--- config.mk ---
export PLATFORM = sky130hd
export DESIGN_NAME = train_sequencer
export DESIGN_NICKNAME = d
export VERILOG_FILES = /design/src/rtl/train_sequencer.sv
export SDC_FILE = /design/constraint.sdc
export NUM_CORES = 1
export LEC_CHECK = 0
export CAP_MARGIN = 10
export CORE_MARGIN = 3
export CORE_UTILIZATION = 39
export DETAILED_ROUTE_END_ITERATION = 6
export GPL_ROUTABILITY_DRIVEN = 0
export PLACE_DENSITY = 0.73
export SLEW_MARGIN = 15
export SYNTH_ARGS = -nofsm -noshare
export SYNTH_HDL_FRONTEND = slang
export SYNTH_SLANG_ARGS = --single-unit
--- constraint.sdc ---
create_clock -name clk -period 1.8 [get_ports clk]
set_input_delay 0.45 -clock clk [delete_from_list [all_inputs] [get_ports clk]]
set_output_delay 0.45 -clock clk [all_outputs]
set_load 0.01 [all_outputs]
--- src/rtl/train_sequencer.sv ---
// train_sequencer: run-sequence controller for one train.
//
// Steps through departure warning, acceleration, cruise, braking and door
// phases, and drives the state code plus the duration request consumed by an
// external countdown timer. Each timed phase runs three sub-phases:
//   CLR  - request 0 so the timer always sees the request change
//   LOAD - request the phase duration
//   WAIT - hold the duration; the phase ends on the edge sampling timer=1
//
// Ports:
//   clk, rst_n     system clock (rising edge), async active-low reset
//   start          departure request, honoured in IDLE only
//   stop_req       stop request, honoured in CRUISE only
//   emergency      emergency stop, highest priority
//   door_clear     doorway unobstructed, sampled at DOOR_CLOSE expiry
//   timer          countdown done flag from the timer (1 = expired)
//   t              19-bit duration request to the timer
//   present_state  current state code (also fed to the timer)
//   motor, brake, door_open, busy   registered actuator/status outputs
//
// state      | meaning
// -----------+---------------------------------------------
// IDLE    0  | parked, doors open, brake applied
// WARN    1  | departure warning (T_WARN)
// ACCEL   2  | traction on, accelerating (T_ACCEL)
// CRUISE  3  | traction on, waiting for stop_req
// BRAKE   4  | braking (T_BRAKE)
// DOOR_OPEN 5| doors open dwell (T_DOOR)
// DOOR_CLOSE 6| doors closing dwell (T_DOOR), checks door_clear
// EMERG   7  | emergency stop, held while emergency=1
// RECOVER 8  | post-emergency hold (T_RECOVER)
// 9..15      | unused, return to IDLE

module train_sequencer #(
  parameter logic [18:0] T_WARN    = 19'd8,
  parameter logic [18:0] T_ACCEL   = 19'd16,
  parameter logic [18:0] T_BRAKE   = 19'd16,
  parameter logic [18:0] T_DOOR    = 19'd32,
  parameter logic [18:0] T_RECOVER = 19'd8
) (
  input  logic        clk,
  input  logic        rst_n,
  input  logic        start,
  input  logic        stop_req,
  input  logic        emergency,
  input  logic        door_clear,
  input  logic        timer,
  output logic [18:0] t,
  output logic [3:0]  present_state,
  output logic        motor,
  output logic        brake,
  output logic        door_open,
  output logic        busy
);

  typedef enum logic [3:0] {
    ST_IDLE       = 4'd0,
    ST_WARN       = 4'd1,
    ST_ACCEL      = 4'd2,
    ST_CRUISE     = 4'd3,
    ST_BRAKE      = 4'd4,
    ST_DOOR_OPEN  = 4'd5,
    ST_DOOR_CLOSE = 4'd6,
    ST_EMERG      = 4'd7,
    ST_RECOVER    = 4'd8
  } state_e;

  typedef enum logic [1:0] {
    SUB_CLR  = 2'd0,
    SUB_LOAD = 2'd1,
    SUB_WAIT = 2'd2
  } sub_e;

  // A zero duration would never produce a request change; clamp to 1.
  localparam logic [18:0] D_WARN    = (T_WARN    == 19'd0) ? 19'd1 : T_WARN;
  localparam logic [18:0] D_ACCEL   = (T_ACCEL   == 19'd0) ? 19'd1 : T_ACCEL;
  localparam logic [18:0] D_BRAKE   = (T_BRAKE   == 19'd0) ? 19'd1 : T_BRAKE;
  localparam logic [18:0] D_DOOR    = (T_DOOR    == 19'd0) ? 19'd1 : T_DOOR;
  localparam logic [18:0] D_RECOVER = (T_RECOVER == 19'd0) ? 19'd1 : T_RECOVER;

  state_e      state_q, state_d;
  sub_e        sub_q, sub_d;
  state_e      succ;
  logic [18:0] t_q, t_d;
  logic        motor_q, motor_d;
  logic        brake_q, brake_d;
  logic        door_open_q, door_open_d;
  logic        busy_q, busy_d;

  function automatic logic [18:0] dur_of(input state_e s);
    logic [18:0] d;
    d = 19'd0;
    case (s)
      ST_WARN:       d = D_WARN;
      ST_ACCEL:      d = D_ACCEL;
      ST_BRAKE:      d = D_BRAKE;
      ST_DOOR_OPEN:  d = D_DOOR;
      ST_DOOR_CLOSE: d = D_DOOR;
      ST_RECOVER:    d = D_RECOVER;
      default:       d = 19'd0;
    endcase
    return d;
  endfunction

  // Successor of each timed state once its WAIT sub-phase sees expiry.
  always_comb begin
    succ = ST_IDLE;
    case (state_q)
      ST_WARN:       succ = ST_ACCEL;
      ST_ACCEL:      succ = ST_CRUISE;
      ST_BRAKE:      succ = ST_DOOR_OPEN;
      ST_DOOR_OPEN:  succ = ST_DOOR_CLOSE;
      ST_DOOR_CLOSE: succ = door_clear ? ST_IDLE : ST_DOOR_OPEN;
      default:       succ = ST_IDLE;
    endcase
  end

  always_comb begin
    state_d = state_q;
    sub_d   = sub_q;
    case (state_q)
      ST_IDLE: begin
        if (start && !emergency) begin
          state_d = ST_WARN;
          sub_d   = SUB_CLR;
        end
      end
      ST_EMERG: begin
        if (!emergency) begin
          state_d = ST_RECOVER;
          sub_d   = SUB_CLR;
        end
      end
      ST_CRUISE: begin
        if (emergency) begin
          state_d = ST_EMERG;
          sub_d   = SUB_CLR;
        end else if (stop_req) begin
          state_d = ST_BRAKE;
          sub_d   = SUB_CLR;
        end
      end
      ST_WARN, ST_ACCEL, ST_BRAKE, ST_DOOR_OPEN, ST_DOOR_CLOSE, ST_RECOVER: begin
        if (emergency) begin
          state_d = ST_EMERG;
          sub_d   = SUB_CLR;
        end else begin
          case (sub_q)
            SUB_CLR:  sub_d = SUB_LOAD;
            SUB_LOAD: sub_d = SUB_WAIT;
            SUB_WAIT: begin
              // Expiry during CLR/LOAD belongs to the previous request.
              if (timer) begin
                state_d = succ;
                sub_d   = SUB_CLR;
              end
            end
            default:  sub_d = SUB_CLR;
          endcase
        end
      end
      default: begin
        state_d = ST_IDLE;
        sub_d   = SUB_CLR;
      end
    endcase
  end

  // Outputs are decoded from the next state so they are registered and
  // change on the same edge as present_state.
  always_comb begin
    t_d         = 19'd0;
    motor_d     = 1'b0;
    brake_d     = 1'b0;
    door_open_d = 1'b0;
    busy_d      = (state_d != ST_IDLE);
    if (sub_d != SUB_CLR) begin
      t_d = dur_of(state_d);
    end
    case (state_d)
      ST_IDLE:      begin brake_d = 1'b1; door_open_d = 1'b1; end
      ST_ACCEL:     motor_d = 1'b1;
      ST_CRUISE:    motor_d = 1'b1;
      ST_BRAKE:     brake_d = 1'b1;
      ST_DOOR_OPEN: door_open_d = 1'b1;
      ST_EMERG:     brake_d = 1'b1;
      ST_RECOVER:   brake_d = 1'b1;
      default:      ;
    endcase
  end

  always_ff @(posedge clk or negedge rst_n) begin
    if (!rst_n) begin
      state_q     <= ST_IDLE;
      sub_q       <= SUB_CLR;
      t_q         <= 19'd0;
      motor_q     <= 1'b0;
      brake_q     <= 1'b1;
      door_open_q <= 1'b1;
      busy_q      <= 1'b0;
    end else begin
      state_q     <= state_d;
      sub_q       <= sub_d;
      t_q         <= t_d;
      motor_q     <= motor_d;
      brake_q     <= brake_d;
      door_open_q <= door_open_d;
      busy_q      <= busy_d;
    end
  end

  assign t             = t_q;
  assign present_state = state_q;
  assign motor         = motor_q;
  assign brake         = brake_q;
  assign door_open     = door_open_q;
  assign busy          = busy_q;

endmodule

==> results.toml <==
[final_layout]
fin_nets = 159
post_layout_nonfiller_instances = 179
fin_area_sq_mm = 0.00145
flow.area_growth_from_synthesis_pct = 54.7
antennaDiodeCount = 0
drive_gt1_share_pct = 45.0

[floorplanning]
initial_utilization_pct = 41.6
design.die.area_sq_mm = 0.00303
floorplan.die.width_um = 55.1
fp.dieH_um = 55.1
core_sq_mm = 0.00225
placementRows = 17
ios = 34

[critical_path]
worst_setup_path_start_kind = "flop"
cp_slowest_cell = "sky130_fd_sc_hd__dfrtp_2"
cp-end-kind = "flop"
worstSetupPathType = "reg2reg"
crit_chain = "buf_6, o21a_1, o211ai_1, nand3_4, buf_6, or4_4"
worst-path-max-fanout = 5
cpPeakStageDelay_ns = 0.48
cp_common_cell = "sky130_fd_sc_hd__buf_6"
reg2reg_from = "present_state[0]$_DFF_PN0_"
worst-endpoint-required_ns = 1.94
critPathArrivalTime_ns = 2.07
critical_path.reg2reg.endpoint = "busy$_DFF_PN0_"
reg2reg_slack_ns = -0.14
timing.reg2reg.worst_path_depth = 6

[run_status]
status = "complete, but fails checks"
violations = "negative setup slack"

[clocking]
worst_setup_hold_path_clk_slew_ns = 0.08
worst_skew_pair.late_latency_ns = 0.27
tritoncts_clock_tree = "yes"
hold_buffers = 0
tritoncts_num_sinks = 13
clk_path_buf_depth = 2
clockRootBuffer = "sky130_fd_sc_hd__clkbuf_4"
clock_tree.htree_level_count = 1
number_of_buffers_created_by_cts = 3

[logic_synthesis]
post_synth_main_area_contributors = "sky130_fd_sc_hd__dfrtp_1 (29%), sky130_fd_sc_hd__buf_4 (13%), sky130_fd_sc_hd__dfstp_2 (5.6%)"
synth_xor_xnor_area_share_pct = 1.87
synth_warnings = 0
synthesis.area_per_instance_sq_um = 9.38
synth-main-ff-cell = "sky130_fd_sc_hd__dfrtp_1"
synth_simple_gate_area_share_pct = 24.8
register_bit_total_from_synthesis = 13
synth_top_family_by_area = "simple AND/OR/NAND/NOR gates"
postSynth.asyncResetShare_pct = 100
synth.distinct_cells = 39
synth-seq-area-share_pct = 34.9
synth_most_common_cell = "sky130_fd_sc_hd__buf_4"
synth_area_leader_cell = "sky130_fd_sc_hd__dfrtp_1"
muxShareOfSynthArea_pct = 1.20
synthCells = 100
post_synth_most_frequent_cells = "sky130_fd_sc_hd__buf_4 (16), sky130_fd_sc_hd__dfrtp_1 (11), sky130_fd_sc_hd__a21oi_1 (7), sky130_fd_sc_hd__nor2_1 (7), sky130_fd_sc_hd__o21ai_0 (6)"
synthesized_area_fraction_occupied_by_adder_cells_pct = 0
number_of_enable_flip_flop_cells_after_synthesis = 0
synthDominantCellAreaShare_pct = 29.3
synth_compound_gate_area_share_pct = 19.9
post_synthesis_instance_area_sq_um = 938

[sta]
total_count_of_hold_check_failures_in_the_final_report = 0
clock.fmax_mhz = 517
worst-slew-pin-transition_ns = 0.565
max-slew-margin-rel_pct = 62.2
clock_skew_ns = 0.00678
unrepaired_setup_endpoints_after_global_routing = "yes"
post-route-period-util_pct = 108
finalSetupViolations = 5
worst_case_setup_margin_in_the_final_layout_ns = -0.135
drv_slew = 0
period_minus_slack_ns = 1.94

[drt]
drcViolationCount = 0
wirelength_um = 2480
dr.first_iter.drc_count = 19
num_vias = 881
detail_route.first_pass.iterations = 4
antenna_violating_nets_post_route = 0
routed_wire_length_per_instance_um = 13.8
detail_route.vias_per_cell = 4.92

[power_and_ir_drop]
total_power_w = 0.00267
worst_ir_drop_vdd_v = 0.00106
p_leak_nw = 0.701
power_density_mw_per_mm2 = 1840

[place]
placement.cell_area_sq_mm = 0.00127
post-place-cells = 166
dpl_worst_slack_ns = -0.552
port_buffers = 17
post-dp-hpwl_um = 1770

[flow_run]
max-cap-violations = 0

[global_route]
grt_start_max_net_pins = 14
grt_first_pass_wirelength_um = 3620
total_overflow_reported_by_the_global_router = 0
antenna_violations_before_repair = 0
global_route.usage.total_pct = 16.9
vias_in_the_first_global_route = 826

[min_path]
worst_hold_class = "in2async"
## where the power goes
group | internal, W | total, W | switching (W)
clock | 0.0000857 | 0.000173 | 0.0000873
sequential | 0.000424 | 0.000537 | 0.000113
combinational | 0.00108 | 0.00196 | 0.000883
total | 0.00159 | 0.00267 | 0.00108
## state kept, by name, summed over array words and instances, names as in the netlist
name	count
present_state	4
busy	1
door_open	1
brake	1
motor	1
t	3
sub_q	2
## layout make-up
class | count | area (sq um)
repair buffers | 53 | 453
well taps | 28 | 35.0
flip-flops and latches | 13 | 333
inverters | 2 | 7.51
multi-input cells | 79 | 597
clock buffers | 4 | 26.3
fillers | 206 | 803
## through the flow
stage	hold WS (ns)	utilization, %	TNS (ns)
6_report	0.541	64.4	-0.366
5_1_grt	0.582	64.4	-0.908
4_1_cts	0.553	61.0	-0.101
3_5_place_dp	0.659	56.4	-3.77
3_3_place_gp	0.613	56.4	-3.33
2_1_floorplan	0.154	-	-0.119
## worst max-delay path by stage
stage                                from        endpoint  slack (ns)  depth (start not counted)
6_report       present_state[0]$_DFF_PN0_  busy$_DFF_PN0_       -0.14                          6
5_1_grt        present_state[0]$_DFF_PN0_  busy$_DFF_PN0_       -0.20                          6
4_1_cts        present_state[2]$_DFF_PN0_  busy$_DFF_PN0_       -0.09                          4
3_5_place_dp                        timer  busy$_DFF_PN0_       -0.55                          6
3_3_place_gp                        timer  busy$_DFF_PN0_       -0.50                          6
2_1_floorplan  present_state[2]$_DFF_PN0_  busy$_DFF_PN0_       -0.09                          5
## cell usage in the layout (no fill, tap or decap), types with 3 or more instances in the layout
| cell | count |
|---|---|
| sky130_fd_sc_hd__conb_1 | 16 |
| sky130_fd_sc_hd__buf_6 | 4 |
| sky130_fd_sc_hd__nand2_1 | 3 |
| sky130_fd_sc_hd__nor2_1 | 4 |
| sky130_fd_sc_hd__dlymetal6s2s_1 | 3 |
| sky130_fd_sc_hd__dfrtp_1 | 7 |
| sky130_fd_sc_hd__nor2b_1 | 3 |
| sky130_fd_sc_hd__nand3_1 | 3 |
| sky130_fd_sc_hd__dfrtp_2 | 4 |
| sky130_fd_sc_hd__a21oi_1 | 5 |
| sky130_fd_sc_hd__clkbuf_4 | 3 |
| sky130_fd_sc_hd__buf_4 | 31 |
| sky130_fd_sc_hd__o21a_1 | 4 |
| sky130_fd_sc_hd__dlygate4sd2_1 | 6 |
| sky130_fd_sc_hd__clkdlybuf4s50_1 | 8 |
| sky130_fd_sc_hd__o21ai_0 | 4 |
## worst max-delay path: cells and delay by family (launching register included)
family          cells  cell delay, ns
simple gates        2            0.60
flops               1            0.48
compound gates      2            0.44
buf+inv             2            0.28
## per-layer routing
layer | global-route usage (%) | vias up | routed length [um]
met2 | 29.7 | 34 | 1350
met3 | 2.95 | 2 | 121
met1 | 19.7 | 417 | 988
met4 | 8.10 | 0 | 16
met5 | 0 | - | 0
li1 | - | 428 | -
## kinds of logic (layout without fill, tap and decap cells)
kind of cell | Yosys count | count (layout)
xor gates and xnor gates | 2 | 2
other | 1 | 16
and+or+nand+nor | 35 | 35
muxes | 1 | 1
DFF | 13 | 13
AOI/OAI and AO/OA | 25 | 25
buffers and inverters | 23 | 59
## repair_timing
item                       4_1_cts  5_1_grt
pin swaps                        9        9
buffers inserted                 7        2
hold endpoints to repair         0        0
setup endpoints to repair       13       11
resized for setup               19       17
Note: power is estimated with default switching activity, not from simulation.
